### config.mk
export PLATFORM = sky130hd
export DESIGN_NAME = stage_5
export DESIGN_NICKNAME = d
export VERILOG_FILES = /design/src/rtl/stage_5_pkg.sv /design/src/rtl/stage_5_load_aligner.sv /design/src/rtl/stage_5.sv
export SDC_FILE = /design/constraint.sdc
export NUM_CORES = 1
export LEC_CHECK = 0
export CORE_AREA = 8 8 127 129
export DETAILED_ROUTE_END_ITERATION = 16
export DIE_AREA = 0 0 135 137
export PLACE_DENSITY = 0.8
export RECOVER_POWER = 25
export SLEW_MARGIN = 20
export SYNTH_ARGS = -nofsm -noshare
export SYNTH_HDL_FRONTEND = slang
export SYNTH_HIERARCHICAL = 1
export SYNTH_SLANG_ARGS = --single-unit
export TNS_END_PERCENT = 100
### constraint.sdc
create_clock -name i_clk -period 3.42 [get_ports i_clk]
set_clock_uncertainty 0.05 [all_clocks]
set_input_delay 1.026 -clock i_clk [delete_from_list [all_inputs] [get_ports i_clk]]
set_output_delay 1.026 -clock i_clk [all_outputs]
set_load 0.01 [all_outputs]
### src/rtl/stage_5_pkg.sv
// Shared encodings and types for the writeback stage: RV32 opcodes, load func_3 codes,
// FSM states and the load descriptor held while waiting on memory.
package stage_5_pkg;

    localparam logic [6:0] OPC_LOAD   = 7'b0000011;
    localparam logic [6:0] OPC_OP_IMM = 7'b0010011;
    localparam logic [6:0] OPC_AUIPC  = 7'b0010111;
    localparam logic [6:0] OPC_OP     = 7'b0110011;
    localparam logic [6:0] OPC_LUI    = 7'b0110111;
    localparam logic [6:0] OPC_JALR   = 7'b1100111;
    localparam logic [6:0] OPC_JAL    = 7'b1101111;

    localparam logic [2:0] F3_LB  = 3'b000;
    localparam logic [2:0] F3_LH  = 3'b001;
    localparam logic [2:0] F3_LW  = 3'b010;
    localparam logic [2:0] F3_LBU = 3'b100;
    localparam logic [2:0] F3_LHU = 3'b101;

    typedef enum logic [1:0] {
        ST_IDLE,
        ST_WAIT_MEM,
        ST_COMMIT
    } state_t;

    typedef struct packed {
        logic [4:0] rd_num;
        logic [2:0] func_3;
        logic [1:0] lane;
    } ld_op_t;

endpackage

### src/rtl/stage_5_load_aligner.sv
// Combinational load alignment: picks the byte/half lane out of a word-aligned read,
// sign/zero-extends it, and flags misaligned half/word accesses.
module stage_5_load_aligner
    import stage_5_pkg::*;
#(
    parameter int XLEN = 32
) (
    input  logic [XLEN-1:0] i_word,
    input  logic [1:0]      i_lane,
    input  logic [2:0]      i_func_3,
    output logic [XLEN-1:0] o_value,
    output logic            o_misalign
);

    logic [7:0]  byte_v;
    logic [15:0] half_v;

    always_comb begin
        byte_v     = 8'(i_word >> {i_lane, 3'b000});
        half_v     = i_lane[1] ? i_word[31:16] : i_word[15:0];
        o_value    = '0;
        o_misalign = 1'b0;
        case (i_func_3)
            F3_LB:  o_value = {{(XLEN-8){byte_v[7]}}, byte_v};
            F3_LBU: o_value = {{(XLEN-8){1'b0}}, byte_v};
            F3_LH: begin
                o_value    = {{(XLEN-16){half_v[15]}}, half_v};
                o_misalign = i_lane[0];
            end
            F3_LHU: begin
                o_value    = {{(XLEN-16){1'b0}}, half_v};
                o_misalign = i_lane[0];
            end
            F3_LW: begin
                o_value    = i_word;
                o_misalign = |i_lane;
            end
            default: ;
        endcase
    end

endmodule

### src/rtl/stage_5.sv
// Writeback stage: latches retired ops, waits for load data with a bounded timeout,
// drives the register-file write port and counts committed ops.
module stage_5
    import stage_5_pkg::*;
#(
    parameter int XLEN        = 32,
    parameter int MEM_TIMEOUT = 16,
    parameter int CNT_W       = 32
) (
    input  logic             i_clk,
    input  logic             i_rst,
    input  logic             i_valid,
    input  logic [6:0]       i_opcode,
    input  logic [2:0]       i_func_3,
    input  logic [4:0]       i_rd_num,
    input  logic [XLEN-1:0]  i_alu_res,
    input  logic [XLEN-1:0]  i_pc,
    input  logic [XLEN-1:0]  i_mem_data,
    input  logic             i_mem_valid,
    output logic             o_stall,
    output logic             o_reg_op,
    output logic [XLEN-1:0]  o_w_rd,
    output logic [4:0]       o_w_rd_num,
    output logic             o_misalign,
    output logic             o_timeout,
    output logic [CNT_W-1:0] o_retired
);

    localparam int TW = $clog2(MEM_TIMEOUT + 1);

    state_t           state_q, state_d;
    ld_op_t           ld_q, ld_d;
    logic [TW-1:0]    tmo_q, tmo_d;
    logic             reg_op_q, reg_op_d;
    logic [XLEN-1:0]  w_rd_q, w_rd_d;
    logic [4:0]       w_rd_num_q, w_rd_num_d;
    logic             misalign_q, misalign_d;
    logic             timeout_q, timeout_d;
    logic [CNT_W-1:0] retired_q, retired_d;

    logic             accept, commit, wr_en;
    logic [XLEN-1:0]  wr_val;
    logic [4:0]       wr_num;
    logic [XLEN-1:0]  al_value;
    logic             al_misalign;
    logic             waiting;

    assign waiting = (state_q == ST_WAIT_MEM);
    assign o_stall = waiting;
    assign accept  = i_valid && !waiting;

    // While waiting, the aligner works on the latched lane; otherwise it checks the incoming op.
    stage_5_load_aligner #(.XLEN(XLEN)) u_aligner (
        .i_word     (i_mem_data),
        .i_lane     (waiting ? ld_q.lane   : i_alu_res[1:0]),
        .i_func_3   (waiting ? ld_q.func_3 : i_func_3),
        .o_value    (al_value),
        .o_misalign (al_misalign)
    );

    always_comb begin
        state_d    = state_q;
        ld_d       = ld_q;
        tmo_d      = tmo_q;
        reg_op_d   = 1'b0;
        w_rd_d     = w_rd_q;
        w_rd_num_d = w_rd_num_q;
        misalign_d = 1'b0;
        timeout_d  = 1'b0;
        retired_d  = retired_q;
        commit     = 1'b0;
        wr_en      = 1'b0;
        wr_val     = '0;
        wr_num     = '0;
        case (state_q)
            ST_WAIT_MEM: begin
                if (i_mem_valid) begin
                    commit  = 1'b1;
                    wr_en   = 1'b1;
                    wr_val  = al_value;
                    wr_num  = ld_q.rd_num;
                    state_d = ST_COMMIT;
                end else if (tmo_q == TW'(MEM_TIMEOUT)) begin
                    timeout_d = 1'b1;
                    state_d   = ST_IDLE;
                end else begin
                    tmo_d = tmo_q + TW'(1);
                end
            end
            default: begin
                state_d = ST_IDLE;
                if (accept) begin
                    state_d = ST_COMMIT;
                    commit  = 1'b1;
                    wr_num  = i_rd_num;
                    case (i_opcode)
                        OPC_LOAD: begin
                            if (al_misalign) begin
                                misalign_d = 1'b1;
                            end else begin
                                commit  = 1'b0;
                                state_d = ST_WAIT_MEM;
                                ld_d    = '{rd_num: i_rd_num, func_3: i_func_3, lane: i_alu_res[1:0]};
                                tmo_d   = TW'(1);
                            end
                        end
                        OPC_LUI, OPC_AUIPC, OPC_OP, OPC_OP_IMM: begin
                            wr_en  = 1'b1;
                            wr_val = i_alu_res;
                        end
                        OPC_JAL, OPC_JALR: begin
                            wr_en  = 1'b1;
                            wr_val = i_pc + XLEN'(4);
                        end
                        default: ;
                    endcase
                end
            end
        endcase
        if (commit) retired_d = retired_q + CNT_W'(1);
        // x0 is never written; the port keeps its previous value.
        if (wr_en && (wr_num != 5'd0)) begin
            reg_op_d   = 1'b1;
            w_rd_d     = wr_val;
            w_rd_num_d = wr_num;
        end
    end

    always_ff @(posedge i_clk or posedge i_rst) begin
        if (i_rst) begin
            state_q    <= ST_IDLE;
            ld_q       <= '0;
            tmo_q      <= '0;
            reg_op_q   <= 1'b0;
            w_rd_q     <= '0;
            w_rd_num_q <= '0;
            misalign_q <= 1'b0;
            timeout_q  <= 1'b0;
            retired_q  <= '0;
        end else begin
            state_q    <= state_d;
            ld_q       <= ld_d;
            tmo_q      <= tmo_d;
            reg_op_q   <= reg_op_d;
            w_rd_q     <= w_rd_d;
            w_rd_num_q <= w_rd_num_d;
            misalign_q <= misalign_d;
            timeout_q  <= timeout_d;
            retired_q  <= retired_d;
        end
    end

    assign o_reg_op   = reg_op_q;
    assign o_w_rd     = w_rd_q;
    assign o_w_rd_num = w_rd_num_q;
    assign o_misalign = misalign_q;
    assign o_timeout  = timeout_q;
    assign o_retired  = retired_q;

endmodule
After elaboration in Yosys (flattened, before gate mapping)
Index checks and enable logic that the tools add are counted.
W data, S select, Z words.
{"block": "totals", "reg_bits": 89, "output_inout_bits": 73, "word_cells": 87}
{"block": "classes", "add_sub_neg": 3, "n_eq_ne": 17, "shift": 1, "muxes": 39, "bitwise_logic": 2, "reduce_logical": 14}
{"op": "$pmux W32 S5", "n": 1}
{"op": "$mux W32", "n": 3}
{"op": "$pmux W32 S2", "n": 1}
{"op": "$mux W5", "n": 9}
{"op": "$add A32 B1 Y32 const B", "n": 1}
{"op": "$add A32 B3 Y32 const B", "n": 1}
{"op": "$shr A32 B5 Y8", "n": 1}
{"op": "$mux W16", "n": 1}
{"op": "$mux W1", "n": 15}
{"op": "$eq A7 B5 Y1 const B", "n": 2}
{"op": "$eq A7 B6 Y1 const B", "n": 2}
{"op": "$eq A7 B7 Y1 const B", "n": 2}
{"op": "$mux W2", "n": 7}
{"op": "$eq A7 B2 Y1 const B", "n": 1}
{"op": "$eq A3 B3 Y1 const B", "n": 2}
{"op": "$reduce_or A2 Y1", "n": 3}
{"op": "$reduce_or A6 Y1", "n": 1}
{"op": "$add A5 B1 Y5 const B", "n": 1}
{"op": "$eq A5 B5 Y1 const B", "n": 1}
{"op": "$reduce_and A5 Y1", "n": 1}
{"op": "$reduce_bool A5 Y1", "n": 1}
{"op": "$ne A2 B2 Y1 const B", "n": 2}
{"op": "$reduce_and A4 Y1", "n": 1}
{"op": "$reduce_bool A2 Y1", "n": 2}
{"op": "12 further kinds", "n": 14}

Logic depth before layout (Yosys ltp)
{"block": "logic_depth", "depth_word": 9, "mapped_depth": 17, "ltp_nobuf": 13}

Cells and area by module
The synthesis kept the hierarchy.
{"mod": "stage_5", "n_inst": 1, "cells_per_inst": 506, "area_per_inst_um2": 4974.8, "seq_area_each_um2": 2227.1}
{"mod": "stage_5_load_aligner", "n_inst": 1, "cells_per_inst": 105, "area_per_inst_um2": 914.6, "seq_area_each_um2": 0.0}

Worst setup path before layout
Ideal clock, no wire load.
{"block": "synth_timing", "path_kind": "input to register", "start": "input i_func_3[2]", "end": "register retired_q[27] (netlist: o_retired[27])", "setup_ps": 126, "arrival_ps": 3029, "required_ps": 3244, "path_slack_ps": 215, "cell_stages": 13, "path_buffers": 2, "cell_sequence": "nand2_1 -> nand2_1 -> buf_2 -> nor3b_4 -> o21ai_0 -> nand2_1 -> inv_1 -> a311oi_2 -> or2_1 -> buf_6 -> nand4_4 -> or3_4 -> xnor2_2"}
{"block": "synth_via", "elab_chain_len": 8}
{"item": "start: declaration", "line_no": "stage_5.sv:14", "rtl": "input logic [2:0] i_func_3,"}
{"item": "$mux W3 (*)", "line_no": "stage_5.sv:56", "rtl": ".i_func_3 (waiting ? ld_q.func_3 : i_func_3),"}
{"item": "$eq A3 B1 Y1 / $eq A3 B3 Y1 (equally long branches)", "line_no": "stage_5_load_aligner.sv:23", "rtl": "case (i_func_3)"}
{"item": "$reduce_or A2 Y1 (no line)"}
{"item": "$pmux W1 S2 (*)", "line_no": "stage_5_load_aligner.sv:23"}
{"item": "named net al_misalign", "line_no": "stage_5.sv:45", "rtl": "logic al_misalign;"}
{"item": "$mux W1 (*)", "line_no": "stage_5.sv:98", "rtl": "if (al_misalign) begin"}
{"item": "$mux W1 (*)", "line_no": "stage_5.sv:96", "rtl": "case (i_opcode)"}
{"item": "$mux W1 (*)", "line_no": "stage_5.sv:92", "rtl": "if (accept) begin"}
{"item": "$mux W1 (*)", "line_no": "stage_5.sv:75", "rtl": "case (state_q)"}
{"item": "end signal: assignment", "line_no": "stage_5.sv:149", "rtl": "retired_q <= retired_d;"}
{"item": "end: declaration", "line_no": "stage_5.sv:39", "rtl": "logic [CNT_W-1:0] retired_q, retired_d;"}
Mark *: on every way through the listed nets, which the timed path passes. The rest lies on a longest branch.
A chain may end at the register's enable or synchronous reset.

Worst setup path after layout
{"block": "layout_timing", "start": "input i_func_3[1]", "end": "register retired_q[27] (netlist: o_retired[27])"}
Same word-level chain as after synthesis.

==> results.yml <==
status:
  status: "completed"
clock_network:
  post_cts_buffers: 0
  root_buffer: "clkbuf_16"
  clk_latency_ps: 350
  cts_inserted_buffers: 9
  cts_tree: "built"
  path_clk_slew_ps: 70
  ctsResizeCount: 0
  clockBufferDepth: 2
  htree_levels: 3
  cts.sinks: 89
  cts_hold_buf: 0
routing:
  first_pass_iters: 6
  drc: 0
  viasPerCell: 5.590
  ant_nets: 0
  initialDrtViolationCount: 567
  dr_total_vias: 5590
  routed_wl_um: 19840
  wire_per_inst_um: 19.84
synthesis:
  syn_area_per_cell_sq_um: 9.639
  ys_seq_area_frac: 0.3782
  synth_nets: 730
  yosys.area.top_type_share: 0.3782
  ys_types: 68
  yosys.area.top_type: "dfrtp_1"
  synthFlopType: "dfrtp_1"
  yosys-top-cells-area: "dfrtp_1, xnor2_1, nand2_1, a22oi_1, nor2_1"
  ys_ff_latch: 89
  synth_cells: 611
  synth_area_sq_mm: 0.005889
  synth_warnings: 6
  async_reset_ff_frac: 1.000
  synth_enable_flop_cells: 0
critical_path:
  reg2reg_slack_ps: 520
  crit_required_ps: 3610
  crit_path_end_kind: "register"
  crit_path_start_kind: "primary input"
  path_max_fanout: 3
  crit_path_end: "o_retired[27]$_DFFE_PP0P_"
  cpPeakStageDelay_ps: 480
  crit_start: "i_func_3[1]"
  ff2ff_path_depth: 14
  arrival_ps: 3420
  reg2reg_to: "o_retired[27]$_DFFE_PP0P_"
  critPathKind: "primary input to register"
  crit_path_frequent_cell: "nand2_1"
  slowest_stage: "clkdlybuf4s50_1"
  reg2reg_from: "state_q[1]$_DFFE_PP0P_"
  path_cells: "clkdlybuf4s50_1 -> nand2_1 -> nand2_1 -> nor3b_4 -> o21ai_0 -> nand2_1 -> inv_1 -> a311oi_2 -> buf_4 -> or2_1 -> nand4_4 -> or3_4 -> xnor2_2"
final_layout:
  fill_cells: 1240
  multi_input_area_sq_mm: 0.003349
  drive_above_1_share: 0.1422
  regArea_sq_mm: 0.002227
  nNetsFinal: 930
  antennaDiodeCount: 0
  area_delta_synth_final_pct: 41.98
  fin_area_sq_mm: 0.008362
global_routing:
  grt_overflow_total: 0
  grt_pass1_vias: 5518
  grt_pass1_wl_um: 30620
  grt_antenna_before_repair: 0
  grt_max_degree: 66
  grt_util_all_layers: 0.2118
timing:
  setup_viol: 0
  finalSetupTns_ps: 0
  min_period_ps: 3230
  finalHoldViolations: 0
  worst_slew_pin_slew_ps: 1280
  timing.final.max_slew_violations: 0
  post-route-period-util: 0.9444
  slew_headroom: 0.1416
  fmax_ghz: 0.3096
  rsz0062_at_grt: "no"
floorplan:
  die_w_um: 135
  die_area_sq_mm: 0.01850
  io_pins: 188
  die_h_um: 137
  start_util: 0.4146
  core_area_sq_mm: 0.01420
  rows: 44
power:
  power.total_mw: 3.479
  p_per_area_mw_per_mm2: 416.0
  vdd_drop_max_v: 0.0003662
  leakage_nw: 3.409
placed_design:
  dp_hpwl_um: 15530
  place_area_sq_mm: 0.008092
  gp_congestion: 0.9127
  portBuffers: 187
hold_path:
  min_path_cells: 1
  hold_class: "register to register"
run:
  cap_violations: 0
[worst min-delay path by stage]
| stage | start | to | slack (ps) |
|---|---|---|---|
| finish | o_retired[31]$_DFFE_PP0P_ | o_retired[31]$_DFFE_PP0P_ | 430 |
| global route | o_retired[31]$_DFFE_PP0P_ | o_retired[31]$_DFFE_PP0P_ | 460 |
| detailed placement | o_retired[31]$_DFFE_PP0P_ | o_retired[31]$_DFFE_PP0P_ | 420 |
| CTS | o_retired[31]$_DFFE_PP0P_ | o_retired[31]$_DFFE_PP0P_ | 430 |
| global placement | o_retired[31]$_DFFE_PP0P_ | o_retired[31]$_DFFE_PP0P_ | 420 |
| floorplan | ld_q[1]$_DFFE_PP0P_ | ld_q[1]$_DFFE_PP0P_ | 410 |
[power breakdown]
group | total [mW] | switching [mW] | leakage (nW) | internal [mW]
registers | 1.39 | 0.153 | 1.13 | 1.23
logic | 1.11 | 0.482 | 2.13 | 0.625
clock network | 0.985 | 0.471 | 0.142 | 0.515
[synthesized netlist by cell type, types with 3 or more instances]
cell type / number
o211ai_1: 5
nand4_1: 22
a211oi_2: 16
a21oi_1: 40
nor3_1: 12
nor2_1: 54
and3_1: 14
buf_2: 20
clkbuf_1: 8
a22oi_1: 30
mux2_2: 13
xor2_1: 21
mux2i_1: 11
and2_1: 5
a222oi_1: 18
o21ai_1: 3
dfrtp_1: 89
nand3_1: 23
buf_6: 9
nand2_1: 64
o221ai_1: 4
ha_1: 4
buf_4: 4
inv_1: 12
xnor2_1: 40
mux2_4: 3
a221o_1: 7
o21ai_0: 3
o21a_1: 5
and4_1: 5
nor3_2: 4
[per-stage QoR]
step / utilization / hold slack, ps / cells / worst slack, ps
4_1_cts: 0.5903 / 434.5 / 1000 / 215.1
3_3_place_gp: 0.5697 / 418.6 / 984 / -42.91
5_1_grt: 0.5887 / 460.6 / 1000 / 48.96
6_report: 0.5887 / 432.9 / 1000 / 190.1
3_5_place_dp: 0.5697 / 424.3 / 984 / -135.4
2_1_floorplan: - / 408.0 / 611 / 37.09
[cell type report]
| class | count | area share |
|---|---|---|
| Tap cell | 184 | 0.02753 |
| Sequential cell | 89 | 0.2663 |
| Inverter | 13 | 0.006285 |
| Timing Repair Buffer | 230 | 0.2643 |
| Multi-Input combinational cell | 468 | 0.4006 |
| Clock buffer | 9 | 0.02693 |
| Clock inverter | 7 | 0.008080 |
[state kept, by name (all words and copies together), names as in the netlist, 2 cells and up]
signal / count
state_q: 2
o_retired: 32
ld_q: 10
o_w_rd: 32
o_w_rd_num: 5
tmo_q: 5
[cells in the final DEF, fill, tap and decap left out, types with 4 or more instances in the layout]
cell / count
a211oi_2: 16
a21oi_1: 40
a221o_1: 7
a222oi_1: 18
a22oi_1: 30
and2_1: 5
and3_1: 14
and4_1: 5
buf_4: 38
clkbuf_16: 9
clkdlybuf4s50_1: 185
dfrtp_1: 89
ha_1: 4
inv_1: 11
mux2_2: 13
mux2i_1: 11
nand2_1: 64
nand3_1: 23
nand4_1: 22
nor2_1: 54
nor3_1: 12
nor3_2: 4
o211ai_1: 5
o21a_1: 5
o221ai_1: 4
xnor2_1: 40
xor2_1: 21
[metal layers]
layer	wire length [um]	part of all wire	global-route usage
met5	0	0	0
met1	8562	0.43	0.2841
met3	1555	0.078	0.04772
met4	502	0.025	0.08328
met2	9220	0.46	0.3246
[critical path: cells and delay by family]
kind,cells,cell delay (ps)
buf+inv,3,740
xor+xnor,1,130
compound gates,2,340
simple gates,7,1170
[cell families (layout without fill, tap and decap cells)]
logic type / after synthesis / count (layout) / share of synthesized area
buffers and inverters: 54 / 259 / 0.05311
XOR/XNOR: 62 / 62 / 0.09348
adder cells (fa/ha/maj): 4 / 4 / 0.008498
AND/OR/NAND/NOR: 227 / 227 / 0.2063
AO/OA/AOI/OAI: 146 / 146 / 0.2035
multiplexers: 29 / 29 / 0.05694
flip-flops: 89 / 89 / 0.3782
No activity file was read; power rests on OpenSTA's default activity.
